File: config.mk
export PLATFORM = sky130hd
export DESIGN_NAME = div_multi_ch_flat
export DESIGN_NICKNAME = d
export VERILOG_FILES = /design/src/rtl/div_multi_ch_if.sv /design/src/rtl/div_multi_ch.sv /design/src/flat_wrapper.sv
export SDC_FILE = /design/constraint.sdc
export NUM_CORES = 1
export LEC_CHECK = 0
export ABC_CLOCK_PERIOD_IN_PS = 7530
export BUFFER_PORTS_ARGS = -buffer_cell sky130_fd_sc_hd__buf_2
export CAP_MARGIN = 10
export CELL_PAD_IN_SITES_DETAIL_PLACEMENT = 1
export CELL_PAD_IN_SITES_GLOBAL_PLACEMENT = 2
export CORE_MARGIN = 8
export CORE_UTILIZATION = 30
export DETAILED_ROUTE_END_ITERATION = 10
export PLACE_DENSITY = 0.77
export REMOVE_ABC_BUFFERS = 1
export SETUP_SLACK_MARGIN = 0.4
export SKIP_CTS_REPAIR_TIMING = 1
export SYNTH_ARGS = -nofsm -noshare
export SYNTH_HDL_FRONTEND = slang
export SYNTH_SLANG_ARGS = --single-unit
File: constraint.sdc
create_clock -name iCLK -period 7.53 [get_ports iCLK]
set_clock_uncertainty 0.05 [all_clocks]
set_input_delay 0.753 -clock iCLK [delete_from_list [all_inputs] [get_ports iCLK]]
set_output_delay 0.753 -clock iCLK [all_outputs]
set_load 0.005 [all_outputs]
File: src/rtl/div_multi_ch_if.sv
// rtl/div_multi_ch_if.sv - control and output bundle for the multi-channel clock divider
interface div_multi_ch_if #(
    parameter int WIDE = 16,
    parameter int CH   = 4
);
    logic                 iEN;
    logic [CH*WIDE-1:0]   iDIV;
    logic [CH-1:0]        iLOAD;
    logic [CH-1:0]        oCLK;
    logic [CH-1:0]        oTICK;

    modport master (output iEN, iDIV, iLOAD, input oCLK, oTICK);
    modport slave  (input iEN, iDIV, iLOAD, output oCLK, oTICK);
endinterface

File: src/rtl/div_multi_ch.sv
// rtl/div_multi_ch.sv - multi-channel runtime-divisor clock divider with glitch-free reload
module div_multi_ch #(
    parameter int WIDE        = 16,
    parameter int CH          = 4,
    parameter int DEFAULT_DIV = 2
) (
    input  logic          iCLK,
    input  logic          iRST,
    div_multi_ch_if.slave bus
);
    localparam logic [WIDE-1:0] DEF   = WIDE'(DEFAULT_DIV);
    localparam logic [WIDE-1:0] ONE   = WIDE'(1);
    localparam logic [WIDE:0]   ONE_X = (WIDE+1)'(1);

    for (genvar c = 0; c < CH; c++) begin : g_ch
        logic [WIDE-1:0] r_cnt, r_act, r_pend;
        logic            r_pv, r_clk, r_tick;

        logic [WIDE-1:0] w_slice, w_pend_in;
        logic            w_pv_in, w_wrap, w_start;
        logic [WIDE-1:0] w_nxt_cnt, w_nxt_act;
        logic            w_nxt_pv, w_nxt_tick, w_nxt_clk;
        logic [WIDE:0]   w_nxt_half;

        assign w_slice   = bus.iDIV[c*WIDE +: WIDE];
        assign w_pend_in = bus.iLOAD[c] ? w_slice : r_pend;
        assign w_pv_in   = bus.iLOAD[c] | r_pv;
        assign w_wrap    = (r_act != '0) && (r_cnt == r_act - ONE);
        // A stopped channel has no wrap; a pending divisor restarts it on the next enabled edge.
        assign w_start   = (r_act == '0) && w_pv_in;

        always_comb begin
            w_nxt_cnt  = r_cnt;
            w_nxt_act  = r_act;
            w_nxt_pv   = w_pv_in;
            w_nxt_tick = 1'b0;
            if (bus.iEN) begin
                if (w_wrap || w_start) begin
                    w_nxt_cnt  = '0;
                    w_nxt_tick = w_wrap;
                    if (w_pv_in) begin
                        w_nxt_act = w_pend_in;
                        w_nxt_pv  = 1'b0;
                    end
                end else if (r_act != '0) begin
                    w_nxt_cnt = r_cnt + ONE;
                end
            end
            // One extra bit keeps ceil(D/2) exact for D = 2^WIDE-1.
            w_nxt_half = ({1'b0, w_nxt_act} + ONE_X) >> 1;
            w_nxt_clk  = ({1'b0, w_nxt_cnt} < w_nxt_half);
        end

        always_ff @(posedge iCLK) begin
            if (iRST) begin
                r_cnt  <= '0;
                r_act  <= DEF;
                r_pend <= '0;
                r_pv   <= 1'b0;
                r_clk  <= (DEF != '0);
                r_tick <= 1'b0;
            end else begin
                r_cnt  <= w_nxt_cnt;
                r_act  <= w_nxt_act;
                r_pend <= w_pend_in;
                r_pv   <= w_nxt_pv;
                r_clk  <= w_nxt_clk;
                r_tick <= w_nxt_tick;
            end
        end

        assign bus.oCLK[c]  = r_clk;
        assign bus.oTICK[c] = r_tick;
    end
endmodule

File: src/flat_wrapper.sv
// flat-port wrapper written by rule: the top's interface ports become plain ports
module div_multi_ch_flat 
#(
    parameter int WIDE        = 16,
    parameter int CH          = 4,
    parameter int DEFAULT_DIV = 2
)
  (iCLK, iRST, bus_iEN, bus_iDIV, bus_iLOAD, bus_oCLK, bus_oTICK);
  div_multi_ch_if #(.WIDE(WIDE), .CH(CH)) bus_i ();
  input  logic iCLK;
  input  logic iRST;
  input wire logic [$bits(bus_i.iEN)-1:0] bus_iEN;
  input wire logic [$bits(bus_i.iDIV)-1:0] bus_iDIV;
  input wire logic [$bits(bus_i.iLOAD)-1:0] bus_iLOAD;
  output wire logic [$bits(bus_i.oCLK)-1:0] bus_oCLK;
  output wire logic [$bits(bus_i.oTICK)-1:0] bus_oTICK;
  assign bus_i.iEN = bus_iEN;
  assign bus_i.iDIV = bus_iDIV;
  assign bus_i.iLOAD = bus_iLOAD;
  assign bus_oCLK = bus_i.oCLK;
  assign bus_oTICK = bus_i.oTICK;
  div_multi_ch #(.WIDE(WIDE), .CH(CH), .DEFAULT_DIV(DEFAULT_DIV)) u_core (.iCLK(iCLK), .iRST(iRST), .bus(bus_i));
endmodule
==> impl_metrics.json <==
{
  "grt_first_pass_wirelength_mm": 70.2,
  "final_cells": 2441,
  "initial_core_util_pct": 30.2,
  "clock.fmax_mhz": 156,
  "grt.total_usage_pct": 15.7,
  "total_leakage_power_nw": 6.25,
  "clock-sinks": 204,
  "r2r_start": "u_core.g_ch[1].r_act[0]",
  "n_antenna_cell": 0,
  "setup.worst_path.end_class": "flip-flop",
  "vdd.ir_drop.worst_uv": 173,
  "remaining_drc_errors": 0,
  "timing.final.ws_setup_ns": 1.13,
  "timing.hold.worst_endpoint": "u_core.g_ch[0].r_pend[15]",
  "finish.utilization_pct": 33.6,
  "syn_area_sq_mm": 0.0140,
  "critical_path.max_stage_delay_ns": 0.53,
  "final_sum_of_negative_setup_slack_ns": 0,
  "status": "completed",
  "tightest_slew_ns": 1.16,
  "syn_to_final_growth_pct": 11.6,
  "finalCritPeriodShare_pct": 85.0,
  "worstHoldPathType": "in2reg",
  "final.min_clock_period_ns": 6.40,
  "cts_buf_count": 26,
  "netlist_instances": 1819,
  "max_slew_margin_pct": 22.9,
  "finalMaxSlewViolations": 0,
  "drt_iter0_markers": 688,
  "dpl_worst_slack_ns": 0.778,
  "worst_r2r_endpoint": "u_core.g_ch[1].r_clk",
  "max_cap_viol_count": 0,
  "netlist-cell-type-count": 77,
  "finalWirelength_mm": 43.4,
  "synth_seq_cells": 204,
  "antenna_violations_before_repair": 2,
  "yosysWarnings": 0,
  "library_cell_contributing_the_largest_single_delay_on_the_critical_path": "a2111oi_0",
  "max-clock-path-buffers": 3,
  "critical_path.cell_chain": "inv_1, ha_1, or3b_2, or4_1, a211oi_1, nand4_1, a2111oi_2, nor2_1, nor2_4, buf_4, nor2_1, a21oi_1, ha_1, nand2_1, nor2_1, mux2i_1, or3b_2, ha_1, nand4_1, a2111oi_0, o211ai_1, and2_1",
  "place_congestion": 0.855,
  "setup_violations": 0,
  "critPathKind": "reg2reg",
  "placed_cell_area_sq_mm": 0.0147,
  "syn-mean-instance-area_sq_um": 7.67,
  "postSynth.asyncResetShare_pct": 0,
  "dp_hpwl_mm": 33.3,
  "finalPower_mw": 5.30,
  "overflow": 0,
  "grt_pass1_vias": 13400,
  "die_h_um": 232,
  "yosysSeqAreaShare_pct": 29.3,
  "cts_htree_levels": 1,
  "clkTransAtPathRegs_ns": 0.06,
  "rsz0062_at_grt": "false",
  "power_per_cell_area_mw_per_mm2": 340,
  "number_of_cells_on_the_worst_reg_to_reg_path": 22,
  "dieWidth_um": 232,
  "cts_tree": "yes",
  "required_ns": 7.91,
  "ys.flop_type": "dfxtp_1",
  "min_from": "bus_iDIV[15]",
  "synth_enable_flop_cells": 0,
  "crit_arrival_ns": 6.78,
  "placeableCoreArea_sq_mm": 0.0463,
  "fin_hold_ws_ns": 0.428,
  "cp_max_fo": 52,
  "cts.root.buffer_cell": "clkbuf_16",
  "largest_net_degree_at_the_start_of_global_routing": 98,
  "finish.net_count": 1959,
  "detailed_route_via_count": 12800,
  "route.detailed.vias_per_inst": 5.25,
  "fraction_of_final_layout_cells_with_drive_strength_greater_than_1_pct": 8.72,
  "hold_viol_final": 0,
  "wl_per_cell_um": 17.8,
  "worst_case_register_to_register_setup_slack_ns": 1.13,
  "io-pin-count": 79,
  "detailedRoute.firstPassIterationCount": 5,
  "placement_rows": 79,
  "holdPathStages": 3,
  "floorplan.die_area_sq_mm": 0.0537,
  "ant_nets": 0,
  "placed_cells": 2394,
  "insertion_delay_ns": 0.55,
  "start_kind": "flip-flop",
  "stdcell_area_sq_mm": 0.0156,
  "port_buffers": 78
}
==> where the power goes <==
group	leakage, nW	total (mW)	switching (mW)	internal, mW
sequential	1.66	1.50	0.262	1.24
combinational	4.16	2.53	1.56	0.975
clock	0.424	1.27	0.494	0.774
==> registers in the layout, summed over array words and instances, names as in the netlist <==
signal and flops:
u_core.g_ch.r_tick 4, u_core.g_ch.r_clk 4, u_core.g_ch.r_pend 64, u_core.g_ch.r_act 64, u_core.g_ch.r_pv 4, u_core.g_ch.r_cnt 64
==> cells in the mapped netlist (45+ instances only) <==
cell type  instances  share of area (%)
a21oi_1           99                3.6
clkbuf_1          88                2.4
dfxtp_1          204                 29
ha_1              73                6.5
mux2i_1           65                4.7
nand2_1          105                2.8
nand4_1           45                2.0
nor2_1           364                9.8
nor2b_1           46                2.1
nor3_1            52                1.9
o21ai_0           63                2.3
xnor2_1           95                6.0
xor2_1           100                6.3
==> layout make-up <==
cell class / instances / area [sq um]
clock buffers: 40 / 774
clock inverters: 7 / 93.8
fillers: 5651 / 30700
inverters: 34 / 128
multi-input cells: 1463 / 9270
flip-flops and latches: 204 / 4080
well taps: 607 / 759
repair buffers: 86 / 457
==> routing by layer <==
layer,up-vias,wire (um),global-route usage [%]
li1,6320,-,-
met4,0,1190,4.72
met3,67,1390,1.98
met2,204,19600,26.0
met5,-,0,0
met1,6227,21200,21.1
==> critical path: cells and delay by family, from the launching register on <==
family / cells / cell delay (ns)
compound gates: 5 / 1.66
fa+ha+maj: 3 / 0.79
buf+inv: 2 / 0.57
flops: 1 / 0.39
mux: 1 / 0.16
simple gates: 11 / 2.67
==> placed cells by master, fill, tap and decap left out, types with 33 or more instances in the layout <==
cell / count
ha_1: 73
mux2i_1: 65
dfxtp_1: 204
o21ai_0: 63
nand4_1: 45
nor2_1: 363
nor2b_1: 46
nand3_1: 43
xor2_1: 100
a21oi_1: 99
nand2_1: 105
buf_2: 77
xnor2_1: 95
nor3_1: 52
inv_1: 33
==> cell families after synthesis <==
logic type               Yosys count  share of synthesized area (%)
AO/OA/AOI/OAI                    314                           14.6
adder cells (fa/ha/maj)           73                           6.55
XOR/XNOR                         195                           12.2
multiplexers                      72                           5.23
flip-flops                       204                           29.3
AND/OR/NAND/NOR                  809                           27.6
buffers and inverters            152                           4.43
==> how the worst max path moves through the flow <==
stage,start,endpoint
after CTS,u_core.g_ch[1].r_act[0],u_core.g_ch[1].r_clk
after global routing,u_core.g_ch[1].r_act[0],u_core.g_ch[1].r_clk
after floorplan,u_core.g_ch[1].r_act[0],u_core.g_ch[1].r_clk
after global placement,u_core.g_ch[1].r_act[0],u_core.g_ch[1].r_clk
final,u_core.g_ch[1].r_act[0],u_core.g_ch[1].r_clk
after detailed placement,u_core.g_ch[1].r_act[0],u_core.g_ch[1].r_clk
(Power assumes the default switching activity.)
